<file path="config.mk">
export PLATFORM = sky130hd
export DESIGN_NAME = reward_eval
export DESIGN_NICKNAME = d
export VERILOG_FILES = /design/src/rtl/snn_pkg.sv /design/src/rtl/reward_cmp.sv /design/src/rtl/reward_eval.sv
export SDC_FILE = /design/constraint.sdc
export NUM_CORES = 1
export LEC_CHECK = 0
export ABC_AREA = 1
export ABC_CLOCK_PERIOD_IN_PS = 5950
export CAP_MARGIN = 10
export CORE_UTILIZATION = 40
export CTS_BUF_LIST = sky130_fd_sc_hd__clkbuf_8
export DETAILED_ROUTE_END_ITERATION = 8
export PLACE_DENSITY = 0.59
export SYNTH_ARGS = -nofsm -noshare
export SYNTH_HDL_FRONTEND = slang
export SYNTH_SLANG_ARGS = --single-unit
</file>
<file path="constraint.sdc">
create_clock -name clk -period 5.95 [get_ports clk]
set_input_delay 0.8925 -clock clk [delete_from_list [all_inputs] [get_ports clk]]
set_output_delay 0.8925 -clock clk [all_outputs]
set_load 0.02 [all_outputs]
</file>
<file path="src/rtl/snn_pkg.sv">
// Shared types and encodings for the reward evaluator.
package snn_pkg;

  localparam int DATA_W_DEF = 8;
  localparam int ACC_W_DEF  = 12;

  typedef enum logic [1:0] {
    ACCUM = 2'd0,
    EVAL  = 2'd1,
    HOLD  = 2'd2
  } state_t;

  localparam logic [1:0] REW_POS  = 2'b01;
  localparam logic [1:0] REW_NEG  = 2'b11;
  localparam logic [1:0] REW_ZERO = 2'b00;

endpackage

</file>
<file path="src/rtl/reward_cmp.sv">
// Division-free reward decision: compares the window sum against target*N
// with a tolerance band of TOL*N.
module reward_cmp
  import snn_pkg::*;
#(
  parameter int DATA_W = DATA_W_DEF,
  parameter int ACC_W  = ACC_W_DEF,
  parameter int TOL    = 2
) (
  input  logic [ACC_W-1:0]  acc,
  input  logic [DATA_W-1:0] target,
  input  logic [4:0]        n,
  output logic [1:0]        reward
);

  // Wide enough that target*16 + TOL*16 never wraps.
  localparam int CW = ACC_W + DATA_W + 6;

  logic [CW-1:0] t_full;
  logic [CW-1:0] b_full;
  logic [CW-1:0] lo;
  logic [CW-1:0] hi;
  logic [CW-1:0] acc_x;

  always_comb begin
    t_full = CW'(target) * CW'(n);
    b_full = CW'(TOL) * CW'(n);
    lo     = (t_full > b_full) ? (t_full - b_full) : '0;
    hi     = t_full + b_full;
    acc_x  = CW'(acc);
    if (acc == '0) begin
      reward = REW_ZERO;
    end else if ((acc_x >= lo) && (acc_x <= hi)) begin
      reward = REW_POS;
    end else begin
      reward = REW_NEG;
    end
  end

endmodule

</file>
<file path="src/rtl/reward_eval.sv">
// Windowed reward evaluator: sums N samples, compares the mean against a
// target, and offers a +1/0/-1 reward. Optional streak counter: REWARD_STREAK_EN.
//
// state | meaning
// ACCUM | accepting samples into the window sum
// EVAL  | window complete, reward being computed
// HOLD  | reward offered, waiting for rew_ready
module reward_eval
  import snn_pkg::*;
#(
  parameter int DATA_W = DATA_W_DEF,
  parameter int ACC_W  = ACC_W_DEF,
  parameter int TOL    = 2
) (
  input  logic              clk,
  input  logic              rst_n,
  input  logic              ena,
  input  logic [DATA_W-1:0] in_data,
  input  logic              in_valid,
  output logic              in_ready,
  input  logic [DATA_W-1:0] target,
  input  logic              target_we,
  input  logic [3:0]        win_len,
  output logic              rew_valid,
  input  logic              rew_ready,
  output logic [1:0]        reward,
  output logic [ACC_W-1:0]  acc_out,
  output logic [3:0]        streak
);

  state_t            state_q, state_d;
  logic [ACC_W-1:0]  acc_q, acc_d;
  logic [4:0]        cnt_q, cnt_d;
  logic [4:0]        n_q, n_d;
  logic [DATA_W-1:0] tgt_q, tgt_d;
  logic [DATA_W-1:0] shadow_q, shadow_d;
  logic [1:0]        reward_q, reward_d;
  logic [ACC_W-1:0]  acc_out_q, acc_out_d;
  logic              rew_valid_q, rew_valid_d;

  logic       accept;
  logic       first;
  logic [4:0] n_new;
  logic [1:0] cmp_reward;

  reward_cmp #(
    .DATA_W (DATA_W),
    .ACC_W  (ACC_W),
    .TOL    (TOL)
  ) u_cmp (
    .acc    (acc_q),
    .target (tgt_q),
    .n      (n_q),
    .reward (cmp_reward)
  );

  always_comb begin
    state_d     = state_q;
    acc_d       = acc_q;
    cnt_d       = cnt_q;
    n_d         = n_q;
    tgt_d       = tgt_q;
    shadow_d    = shadow_q;
    reward_d    = reward_q;
    acc_out_d   = acc_out_q;
    rew_valid_d = rew_valid_q;

    in_ready = rst_n & ena & (state_q == ACCUM);
    accept   = in_valid & in_ready;
    first    = (cnt_q == 5'd0);
    n_new    = (win_len == 4'd0) ? 5'd16 : {1'b0, win_len};

    if (ena) begin
      if (target_we) begin
        shadow_d = target;
      end
      case (state_q)
        ACCUM: begin
          if (accept) begin
            // Window parameters latch on the first sample; a same-cycle write wins.
            if (first) begin
              tgt_d = target_we ? target : shadow_q;
              n_d   = n_new;
            end
            acc_d = acc_q + ACC_W'(in_data);
            cnt_d = cnt_q + 5'd1;
            if (cnt_d == (first ? n_new : n_q)) begin
              state_d = EVAL;
            end
          end
        end
        EVAL: begin
          reward_d    = cmp_reward;
          acc_out_d   = acc_q;
          rew_valid_d = 1'b1;
          state_d     = HOLD;
        end
        HOLD: begin
          if (rew_ready) begin
            acc_d       = '0;
            cnt_d       = 5'd0;
            rew_valid_d = 1'b0;
            state_d     = ACCUM;
          end
        end
        default: state_d = ACCUM;
      endcase
    end
  end

  always_ff @(posedge clk or negedge rst_n) begin
    if (!rst_n) begin
      state_q     <= ACCUM;
      acc_q       <= '0;
      cnt_q       <= 5'd0;
      n_q         <= 5'd16;
      tgt_q       <= '0;
      shadow_q    <= '0;
      reward_q    <= REW_ZERO;
      acc_out_q   <= '0;
      rew_valid_q <= 1'b0;
    end else begin
      state_q     <= state_d;
      acc_q       <= acc_d;
      cnt_q       <= cnt_d;
      n_q         <= n_d;
      tgt_q       <= tgt_d;
      shadow_q    <= shadow_d;
      reward_q    <= reward_d;
      acc_out_q   <= acc_out_d;
      rew_valid_q <= rew_valid_d;
    end
  end

  assign rew_valid = rew_valid_q;
  assign reward    = reward_q;
  assign acc_out   = acc_out_q;

`ifdef REWARD_STREAK_EN
  logic [3:0] streak_q, streak_d;

  always_comb begin
    streak_d = streak_q;
    if (ena && (state_q == HOLD) && rew_ready) begin
      if (reward_q == REW_POS) begin
        streak_d = (streak_q == 4'd15) ? streak_q : streak_q + 4'd1;
      end else begin
        streak_d = 4'd0;
      end
    end
  end

  always_ff @(posedge clk or negedge rst_n) begin
    if (!rst_n) begin
      streak_q <= 4'd0;
    end else begin
      streak_q <= streak_d;
    end
  end

  assign streak = streak_q;
`else
  assign streak = 4'd0;
`endif

endmodule

</file>
==> results_dict.tcl <==
set metrics [dict create \
    maxSlewViolCount 0 \
    max_slew_margin_pct 28.4 \
    crit_path_frequent_cell "nand2_1" \
    rsz0062_at_grt "no" \
    die_w_um 119 \
    fin_cells 979 \
    cts_tree "yes" \
    ctsHoldBuffers 0 \
    antenna_found_initial 0 \
    layout_setup_ws_ns 0.433 \
    ys_ff_latch 55 \
    fp.dieArea_um2 14200 \
    first_pass_iters 5 \
    startpoint "n_q[4]" \
    tightest_slew_ns 1.07 \
    crit_buf_inv 1 \
    clk_latency_ns 0.32 \
    crit_required_ns 6.16 \
    async_flop_share_pct 100 \
    drive_gt1_share_pct 6.23 \
    nets 916 \
    worstReg2RegStart "n_q[4]" \
    period_share_pct 92.7 \
    grt_pass1_vias 4579 \
    dp.cells 969 \
    critPathArrivalTime_ns 5.73 \
    crit_path_end "reward[1]" \
    max_cap_viol_count 0 \
    synth_edf_count 0 \
    post-place-ws_ns 0.188 \
    final-setup-viol-count 0 \
    totalWireLength_um 12600 \
    grt_max_degree 56 \
    drc 0 \
    min_period_ns 5.52 \
    cts_sinks 55 \
    hpwl_um 10200 \
    tns_ns 0 \
    wire_per_inst_um 12.8 \
    grt_overflow 0 \
    yosys_warnings 0 \
    slowest_stage "dfstp_2" \
    pin_count 46 \
    run_status "complete, no violations" \
    crit_path_end_kind "flop" \
    ys.flop_type "dfrtp_1" \
    area_growth_pct 13.3 \
    hp-class "flop to flop" \
    ys_types 40 \
    vias_per_cell 4.86 \
    final_antenna_net_count 0 \
    finalHoldViolCount 0 \
    worst_path_largest_cell_delay_ns 0.58 \
    dr.first_iter.drc_count 177 \
    cts_buffer_depth 2 \
    synth_area_leader_cell "dfrtp_1" \
    grt.total_usage_pct 18.6 \
    ff2ff_setup_slack_ns 0.43 \
    avgSynthCellArea_um2 7.18 \
    grt_pass1_wl_um 21400 \
    fin_skew_ns 0.0133 \
    start_util_pct 41.2 \
    clockRootBuffer "clkbuf_8" \
    synth_top_area_share_pct 24.6 \
    synth_area_leaders "dfrtp_1, ha_1, nand2_1" \
    yosysSeqAreaShare_pct 25.1 \
    fmax_ghz 0.181 \
    yosysMostFrequentCell "nand2_1" \
    netlist_instances 764 \
    ff2ff_path_depth 31 \
    rows 42 \
    portBuffers 41 \
    die_h_um 119 \
    cp-start-kind "flop" \
    clk_pin_slew_ns 0.10 \
    via_count 4754 \
    core_um2 13300 \
    synth_area_um2 5480 \
    gp_congestion 0.917 \
    r2r-end "reward[1]" \
    crit_cells 31 \
    crit_type "flop to flop" \
    diodes 0 \
    cts-htree-levels 2 \
    critical-path-top-delay-family "adder cells" \
    yosys-top-cells-count "nand2_1, inv_1, ha_1" \
    crit_fanout 6 \
    cts_buffers 5 \
]
[what timing repair did]
item | in CTS | in global routing
endpoints found under the setup margin | 0 | 1
buffers inserted | 0 | 3
hold endpoints to repair | 0 | 0
gates resized for setup | 0 | 7
[logic make-up (layout without fill, tap and decap cells)]
kind of cell	Yosys count	after routing	synth area share (%)
multiplexers	8	8	1.64
flip-flops	55	55	25.1
AND/OR/NAND/NOR	327	327	25.4
other	1	4	0.0684
XOR/XNOR	20	20	3.19
AO/OA/AOI/OAI	104	104	10.4
buffers and inverters	162	198	11.4
adder cells (fa/ha/maj)	87	87	22.7
[cells in the final DEF, fill, tap and decap left out, drive strengths merged, types with 14 or more instances in the layout]
| cell | netlist | final |
|---|---|---|
| dfrtp | 54 | 54 |
| nand3 | 32 | 32 |
| a21oi | 29 | 29 |
| ha | 66 | 66 |
| clkdlybuf4s50 | 0 | 40 |
| inv | 145 | 146 |
| nor2 | 46 | 46 |
| o21ai | 56 | 56 |
| fa | 21 | 21 |
| xor2 | 14 | 14 |
| nand2 | 226 | 226 |
[through the flow]
stage	instance area [um2]	hold WS [ns]	utilization, %
detailed placement	6050	0.467	45.5
global placement	6050	0.462	45.5
CTS	6160	0.492	46.3
floorplan	5490	0.488	-
global route	6210	0.524	46.7
finish	6210	0.491	46.7
[worst min-delay path by stage]
stage,from,cells past startpoint,end
final,rew_valid,2,rew_valid
after CTS,rew_valid,2,rew_valid
after detailed placement,rew_valid,2,rew_valid
after global placement,rew_valid,2,rew_valid
after global routing,acc_out[10],2,acc_out[10]
after floorplan,shadow_q[0],2,shadow_q[0]
[sequential cells by signal, summed over array words and instances, names as in the netlist]
signal and cells:
n_q 5, state_q 2, shadow_q 8, tgt_q 8, acc_out 12, reward 2
rew_valid 1, cnt_q 5, acc_q 12
[per-layer routing]
layer	GRT usage, %	up-vias	share of wire (%)
li1	-	2479	-
met1	26.2	2181	50
met2	30.1	82	46
met3	1.68	12	3.0
met4	5.46	0	1.5
met5	0	-	0
[worst register-to-register path: cells and delay by family, from the launching register on]
family / cells / cell delay (ns)
compound gates: 3 / 0.38
xor+xnor: 1 / 0.24
fa+ha+maj: 6 / 2.46
buf+inv: 1 / 0.04
flops: 1 / 0.58
simple gates: 20 / 1.70
[cell type report]
| class | count | area [um2] |
|---|---|---|
| Clock buffer | 5 | 68.8 |
| Sequential cell | 55 | 1380 |
| Tap cell | 176 | 220 |
| Fill cell | 1369 | 7080 |
| Clock inverter | 2 | 33.8 |
| Multi-Input combinational cell | 550 | 3520 |
| Timing Repair Buffer | 46 | 443 |
| Inverter | 145 | 544 |
Power is not shown: default switching activity piles up to over one toggle a cycle in this logic, so the estimate is an artifact.
